`config.mk`:
```
export PLATFORM = sky130hd
export DESIGN_NAME = mem_access
export DESIGN_NICKNAME = d
export VERILOG_FILES = /design/src/rtl/mem_access.sv
export SDC_FILE = /design/constraint.sdc
export NUM_CORES = 1
export LEC_CHECK = 0
export BUFFER_PORTS_ARGS = -buffer_cell sky130_fd_sc_hd__buf_2
export CAP_MARGIN = 40
export CORE_MARGIN = 4
export CORE_UTILIZATION = 53
export CTS_BUF_LIST = sky130_fd_sc_hd__clkbuf_4 sky130_fd_sc_hd__clkbuf_8 sky130_fd_sc_hd__clkbuf_16
export DETAILED_ROUTE_END_ITERATION = 7
export GPL_ROUTABILITY_DRIVEN = 0
export GPL_TIMING_DRIVEN = 0
export PLACE_DENSITY_LB_ADDON = 0.1
export SYNTH_ARGS = -nofsm -noshare
export SYNTH_HDL_FRONTEND = slang
export SYNTH_SLANG_ARGS = --single-unit
```
`constraint.sdc`:
```
create_clock -name clk -period 6.2 [get_ports clk]
set_clock_uncertainty 0.15 [all_clocks]
set_input_delay 0.62 -clock clk [delete_from_list [all_inputs] [get_ports clk]]
set_output_delay 0.62 -clock clk [all_outputs]
set_load 0.1 [all_outputs]
```
`src/rtl/mem_access.sv`:
```
// mem_access: TinyRisc-V memory stage; req/ack data bus, lane formatting, one registered result per instruction.
// Optional MISALIGN_TRAP_EN traps misaligned half/word accesses instead of silently aligning them down.
module mem_access (
    input  logic        clk,
    input  logic        rst,
    input  logic        valid_in,
    input  logic        mem_read,
    input  logic        mem_write,
    input  logic [1:0]  mem_size,
    input  logic        mem_unsigned,
    input  logic [31:0] alu_out,
    input  logic [31:0] rs2_data,
    input  logic [4:0]  rd_addr,
    input  logic        reg_write,
    output logic        stall,
    output logic        dmem_req,
    output logic        dmem_we,
    output logic [31:0] dmem_addr,
    output logic [31:0] dmem_wdata,
    output logic [3:0]  dmem_be,
    input  logic        dmem_ack,
    input  logic [31:0] dmem_rdata,
    output logic        wb_valid,
    output logic [4:0]  wb_rd,
    output logic        wb_reg_write,
    output logic [31:0] wb_data,
    output logic        misalign_trap
);
    typedef enum logic {IDLE, BUS} state_t;
    state_t      r_state, w_next;
    logic [1:0]  r_lane, r_size;
    logic        r_uns, r_rw;
    logic [4:0]  r_rd;
    logic        w_mem, w_mis, w_half, w_word, w_ack, w_stall, w_ext;
    logic [1:0]  w_lane;
    logic [3:0]  w_be;
    logic [7:0]  w_byte;
    logic [15:0] w_hword;
    logic [31:0] w_wdata, w_load;

    assign w_lane = alu_out[1:0];
    assign w_mem  = valid_in & (mem_read | mem_write);
    assign w_half = mem_size == 2'd1;
    assign w_word = mem_size[1];
`ifdef MISALIGN_TRAP_EN
    assign w_mis  = w_mem & ((w_half & w_lane[0]) | (w_word & (|w_lane)));
`else
    assign w_mis  = 1'b0;
`endif
    // An ack only counts while a request is actually outstanding
    assign w_ack  = dmem_ack & dmem_req;

    always_comb begin
        w_next  = r_state;
        w_stall = 1'b0;
        if (r_state == IDLE) begin
            w_stall = w_mem & ~w_mis;
            w_next  = (w_mem & ~w_mis) ? BUS : IDLE;
        end else begin
            w_stall = ~w_ack;
            w_next  = w_ack ? IDLE : BUS;
        end
    end

    assign stall = w_stall & ~rst;

    assign w_wdata = (mem_size == 2'd0) ? {4{rs2_data[7:0]}} :
                     w_half             ? {2{rs2_data[15:0]}} : rs2_data;
    assign w_be    = (mem_size == 2'd0) ? (4'b0001 << w_lane) :
                     w_half             ? (4'b0011 << {w_lane[1], 1'b0}) : 4'b1111;

    assign w_byte  = dmem_rdata[{r_lane, 3'b000} +: 8];
    assign w_hword = dmem_rdata[{r_lane[1], 4'b0000} +: 16];
    assign w_ext   = ~r_uns & ((r_size == 2'd0) ? w_byte[7] : w_hword[15]);
    assign w_load  = (r_size == 2'd0) ? {{24{w_ext}}, w_byte} :
                     (r_size == 2'd1) ? {{16{w_ext}}, w_hword} : dmem_rdata;

    always_ff @(posedge clk or posedge rst) begin
        if (rst) r_state <= IDLE;
        else     r_state <= w_next;
    end

    always_ff @(posedge clk or posedge rst) begin
        if (rst) begin
            dmem_req      <= 1'b0;
            dmem_we       <= 1'b0;
            dmem_addr     <= '0;
            dmem_wdata    <= '0;
            dmem_be       <= '0;
            wb_valid      <= 1'b0;
            wb_rd         <= '0;
            wb_reg_write  <= 1'b0;
            wb_data       <= '0;
            misalign_trap <= 1'b0;
            r_lane        <= '0;
            r_size        <= '0;
            r_uns         <= 1'b0;
            r_rw          <= 1'b0;
            r_rd          <= '0;
        end else begin
            wb_valid      <= 1'b0;
            misalign_trap <= 1'b0;
            if (r_state == IDLE) begin
                if (w_mis) begin
                    wb_valid      <= 1'b1;
                    misalign_trap <= 1'b1;
                    wb_rd         <= rd_addr;
                    wb_reg_write  <= 1'b0;
                    wb_data       <= alu_out;
                end else if (w_mem) begin
                    // Store wins when both read and write are requested
                    dmem_req   <= 1'b1;
                    dmem_we    <= mem_write;
                    dmem_addr  <= {alu_out[31:2], 2'b00};
                    dmem_wdata <= w_wdata;
                    dmem_be    <= w_be;
                    r_lane     <= w_lane;
                    r_size     <= mem_size;
                    r_uns      <= mem_unsigned;
                    r_rd       <= rd_addr;
                    r_rw       <= reg_write & ~mem_write;
                end else if (valid_in) begin
                    wb_valid     <= 1'b1;
                    wb_rd        <= rd_addr;
                    wb_reg_write <= reg_write;
                    wb_data      <= alu_out;
                end
            end else if (w_ack) begin
                dmem_req     <= 1'b0;
                wb_valid     <= 1'b1;
                wb_rd        <= r_rd;
                wb_reg_write <= r_rw;
                wb_data      <= dmem_we ? 32'd0 : w_load;
            end
        end
    end
endmodule

```
==> impl_metrics.tcl, run 1 <==
set metrics [dict create \
    outcome "complete, no violations" \
    setup_viol 0 \
    arrival_ns 2.45 \
    ys_types 38 \
    fmax_ghz 0.311 \
    min_period_over_period 0.519 \
    slowest_delay_ns 0.43 \
    syn_inst 593 \
    maxSlewViolCount 0 \
    rsz0062_at_grt "no" \
    die_area_um2 12500 \
    grt_usage 0.297 \
    cts_buffers 17 \
    ys_ff_latch 119 \
    routed_via_density 5.70 \
    yosys.area.top_type_share 0.520 \
    drive_gt1_frac 0.344 \
    crit_fanout 10 \
    worstPathRequired_ns 5.43 \
    cts_max_path_buffers 2 \
    drc_errors 0 \
    ant_nets 0 \
    grt_pass1_vias 5622 \
    overflow 0 \
    yosys_warnings 0 \
    rows 37 \
    path_clk_slew_ns 0.06 \
    ys_seq_area_frac 0.520 \
    synth_area_per_cell_um2 9.66 \
    port_buffers 217 \
    synth-edff-count 0 \
    post-route-min-period_ns 3.22 \
    io_pins 222 \
    critPathTopFamily "buffers and inverters" \
    hpwl_um 13900 \
    rr_endpoint "wb_data[10]$_DFFE_PP0P_" \
    reg2reg_slack_ns 4.08 \
    ff2ff_path_depth 5 \
    antenna_found_initial 2 \
    synth_common_cells "nand2_1 (176), dfrtp_1 (119), mux2i_1 (40), o21ai_0 (38), nor2_1 (30)" \
    synth_area_leader_cell "dfrtp_1" \
    regToRegStartpoint "r_lane[1]$_DFFE_PP0P_" \
    cts_tree "done" \
    hold_path_class "in2async" \
    cts_hold_buffers 0 \
    slew_headroom 0.558 \
    num_vias 5599 \
    synthMostInstantiatedCell "nand2_1" \
    crit_buf_inv 3 \
    start_util 0.550 \
    ys.flop_type "dfrtp_1" \
    drt-initial-drc-count 480 \
    drt_wl_total_um 18600 \
    clock-sinks 119 \
    syn_to_final_growth_pct 33.3 \
    cap_violations 0 \
    critPathLaunchType "flop" \
    clkLatencyLatePin_ns 0.52 \
    tns_ns 0 \
    post_cts_buffers 0 \
    coreArea_um2 10400 \
    finalCoreUtilization 0.733 \
    worst_pin_slew_ns 0.663 \
    post_cts_resized 0 \
    synthTopCellsByArea "dfrtp_1 (52%), nand2_1 (12%), mux2i_1 (7.0%)" \
    slowest_stage "buf_2" \
    crit_type "reg2out" \
    synthArstFlopShare 1.00 \
    die_h_um 112 \
    htreeDepth 4 \
    crit_chain "buf_2 > nor2b_2 > o21ai_0 > clkbuf_1 > o21ai_0 > and2_1 > buf_2" \
    wire_per_inst_um 18.9 \
    syn-cell-area_um2 5730 \
    hold_violations 0 \
    cts-root-buf "clkbuf_8" \
    fp.dieW_um 112 \
    grt_max_degree 62 \
    nNetsFinal 943 \
    endpoint_kind "output port" \
    grt_pass1_wl_um 29400 \
    dr.pass1.iters 5 \
]
-- registers in the layout (all words and copies together), names as in the netlist --
register and flops:
r_rd 5, r_state 1, dmem_be 4, dmem_req 1, dmem_addr 30, r_size 2, r_lane 2, dmem_wdata 32
wb_valid 1, r_uns 1, r_rw 1, wb_data 32, wb_rd 5, wb_reg_write 1, dmem_we 1
-- metrics by stage --
| step | setup WS, ns | instance area, µm² | hold WS, ns | std cells |
|---|---|---|---|---|
| 4_1_cts | 2.96 | 7640 | 0.0238 | 981 |
| 6_report | 2.98 | 7640 | 0.00830 | 982 |
| 3_3_place_gp | 0.498 | 6990 | 0.302 | 948 |
| 2_1_floorplan | 1.34 | 5740 | 0.288 | 595 |
| 5_1_grt | 2.76 | 7640 | 0.0439 | 982 |
| 3_5_place_dp | 3.29 | 7030 | 0.308 | 949 |
-- logic make-up after synthesis --
family	synth area share
buffers and inverters	0.0402
AO/OA/AOI/OAI	0.184
flip-flops	0.520
AND/OR/NAND/NOR	0.170
other	0.000654
multiplexers	0.0856
-- cell type report --
type | count | area, µm²
well taps | 136 | 170
clock inverters | 11 | 148
multi-input cells | 429 | 2530
plain buffers | 43 | 215
repair buffers | 218 | 1110
fillers | 796 | 2780
diodes | 1 | 2.50
inverters | 4 | 20.0
clock buffers | 21 | 463
flip-flops and latches | 119 | 2980
-- worst max-delay path by stage --
stage | from | endpoint | slack (ns) | depth (start not counted)
after floorplan | rst | stall | 1.34 | 2
after global placement | rst | stall | 0.50 | 4
after detailed placement | valid_in | stall | 3.29 | 7
after CTS | r_state$_DFF_PP0_ | stall | 2.96 | 7
after global routing | r_state$_DFF_PP0_ | stall | 2.76 | 7
final | r_state$_DFF_PP0_ | stall | 2.98 | 7
-- worst register-to-register path: stages (launching register included) --
cell and delay [ns]:
dfrtp_1 0.46, buf_6 0.19, nand2_1 0.20, nor2_1 0.52
a222oi_1 0.21, a221oi_2 0.29
-- cell usage in the layout, fill, tap and decap left out, types with 5 or more instances in the layout --
master     Yosys  routed
o31ai_1        7       7
clkbuf_16      0      16
a22o_1        18      18
buf_4          5       5
a21oi_1       24      24
o22ai_1        7       7
dfrtp_1      119     119
clkbuf_1      19      19
nand2_1      176     176
a222oi_1       8       8
o21ai_0       38      38
mux2_2         8       8
mux2i_1       40      40
nand2b_1       9       9
nor2b_1       10      10
o32a_1         7       7
nor2_1        30      30
a221oi_2       8       8
o22a_1        16      16
buf_2         10     227
buf_1          6       6
-- routing by layer --
metal  vias up  track usage  wire length, µm
li1       2550            -                -
met1      2677        0.356             7170
met2       325        0.492             9010
met3        45       0.0935             1830
met4         2        0.134              540
met5         -            0                7
Power of run 1 is not shown: default switching activity piles up to over one toggle a cycle in this logic, so the estimate is an artifact.
==> inputs of run 2 (changes only) <==
--- a/config.mk
+++ b/config.mk
@@ -8,7 +8,7 @@
 export BUFFER_PORTS_ARGS = -buffer_cell sky130_fd_sc_hd__buf_2
 export CAP_MARGIN = 40
 export CORE_MARGIN = 4
-export CORE_UTILIZATION = 53
+export CORE_UTILIZATION = 49
 export CTS_BUF_LIST = sky130_fd_sc_hd__clkbuf_4 sky130_fd_sc_hd__clkbuf_8 sky130_fd_sc_hd__clkbuf_16
 export DETAILED_ROUTE_END_ITERATION = 7
 export GPL_ROUTABILITY_DRIVEN = 0
==> constraint.sdc (replaced) <==
create_clock -name clk -period 3.2 [get_ports clk]
set_clock_uncertainty 0.15 [all_clocks]
set_input_delay 0.32 -clock clk [delete_from_list [all_inputs] [get_ports clk]]
set_output_delay 0.32 -clock clk [all_outputs]
set_load 0.1 [all_outputs]
==> run 2 against run 1 <==
  * Design area is 5.4% higher
  * Worst setup slack worse by 2.7 ns
  * Clock-buffer cell count stayed put
  * Highest routed layer is now met4
  * Register-to-register slack worse by 3.1 ns
  * Critical path depth stayed put
  * Non-clock buffer count is 38 higher
  * Sequential cell count stayed put
  * First-iteration DRC count is 5.6% lower
==> impl_metrics.tcl, run 2 (synthesis results as in run 1) <==
set metrics [dict create \
    port_buffers 217 \
    syn_to_final_growth_pct 40.5 \
    finalCoreUtilization 0.705 \
    arrival_ns 2.44 \
    post-route-min-period_ns 2.91 \
    overflow 0 \
    hpwl_um 14100 \
    path_clk_slew_ns 0.05 \
    cap_violations 0 \
    antenna_found_initial 0 \
    fmax_ghz 0.344 \
    n_fill_cell 902 \
    outcome "complete, no violations" \
    slew_headroom 0.532 \
    crit_type "in2out" \
    rows 39 \
    slowest_delay_ns 0.53 \
    coreArea_um2 11400 \
    rsz0062_at_grt "no" \
    endpoint_kind "output port" \
    placedCellCount 958 \
    worst_pin_slew_ns 0.702 \
    mostFrequentLayoutCells "buf_2 (227), nand2_1 (176), dfrtp_1 (119)" \
    slowest_stage "dlygate4sd3_1" \
    start_util 0.502 \
    cts-root-buf "clkbuf_16" \
    hold_path_class "in2reg" \
    die_area_um2 13500 \
    grt_max_degree 39 \
    post_cts_resized 0 \
    final_common_cell "buf_2" \
    num_vias 5696 \
    crit_chain "dlygate4sd3_1 > buf_2 > clkinvlp_4 > buf_12 > buf_12 > and2_2 > buf_2" \
    setup_viol 0 \
    critPathLaunchType "input pin" \
    routed_via_density 5.55 \
    instances_no_fill 1027 \
    drive_gt1_frac 0.333 \
    critPathTopFamily "buffers and inverters" \
    dr.pass1.iters 5 \
    cts_max_path_buffers 2 \
    min_period_over_period 0.909 \
    crit_fanout 38 \
    drc_errors 0 \
    worstPathRequired_ns 2.73 \
    post_cts_buffers 0 \
    nNetsFinal 982 \
    drt_wl_total_um 19200 \
    grt_pass1_wl_um 29600 \
    die_h_um 116 \
    crit_buf_inv 6 \
    clkLatencyLatePin_ns 0.42 \
    maxSlewViolCount 0 \
    clock-sinks 119 \
    grt_usage 0.290 \
    wire_per_inst_um 18.7 \
    reg2reg_slack_ns 1.01 \
    hold_violations 0 \
    ant_nets 0 \
    htreeDepth 4 \
    drt-initial-drc-count 453 \
    top_regs "dmem_wdata (32), wb_data (32), dmem_addr (30)" \
    grt_pass1_vias 5723 \
    cts_buffers 17 \
    fp.dieW_um 116 \
    io_pins 222 \
    cts_tree "done" \
]
-- run 2: final cells by class --
cell class,instances,area (µm²),area share
sequential,119,2980,0.370
multi-input combinational,429,2530,0.314
timing repair buffer,256,1510,0.187
clock buffer,21,462,0.0574
buffer,43,215,0.0267
tap,143,179,0.0222
clock inverter,10,153,0.0190
inverter,4,18.8,0.00233
timing repair inverter,1,5.00,0.000622
antenna,1,2.50,0.000311
-- run 2: what timing repair did --
action                                 4_1_cts  5_1_grt
setup endpoints to repair                    0        1
hold buffers                                36        0
endpoints found under the hold margin       58        0
-- run 2: routing by layer --
layer,global-route usage,wire (µm),vias to the layer above
met5,0,0,-
met4,0.144,713,0
met3,0.0860,1850,56
met2,0.475,9240,309
met1,0.349,7420,2701
li1,-,-,2630
-- run 2: worst register-to-register path, delay by kind of cell (launching register included) --
| kind | cells | cell delay, ns |
|---|---|---|
| AOI/OAI and AO/OA | 1 | 0.10 |
| DFF | 1 | 0.31 |
| buffers and inverters | 3 | 1.25 |
| and+or+nand+nor | 3 | 0.33 |
-- run 2: through the flow --
stage,area [µm²],setup WS (ns),TNS [ns],hold WS (ns)
finish,8050,0.292,0,0.0105
global route,8050,0.124,0,0.0213
CTS,8040,0.0863,0,0.00322
detailed placement,7070,0.626,0,0.277
global placement,7010,-1.02,-1.02,0.302
floorplan,5740,-0.0606,-0.0606,0.275
-- run 2: final timing paths --
check / from / endpoint / cells after the start
max: rst / stall / 7
min: reg_write / r_rw$_DFFE_PP0P_ / 3
max reg2reg: r_state$_DFF_PP0_ / dmem_addr[26]$_DFFE_PP0P_ / 7
min reg2reg: dmem_addr[24]$_DFFE_PP0P_ / dmem_addr[24]$_DFFE_PP0P_ / 2
max in group asynchronous: rst / dmem_addr[7]$_DFFE_PP0P_ / 5
min in group asynchronous: rst / wb_data[3]$_DFFE_PP0P_ / 3
Power of run 2 is left out for the same reason.
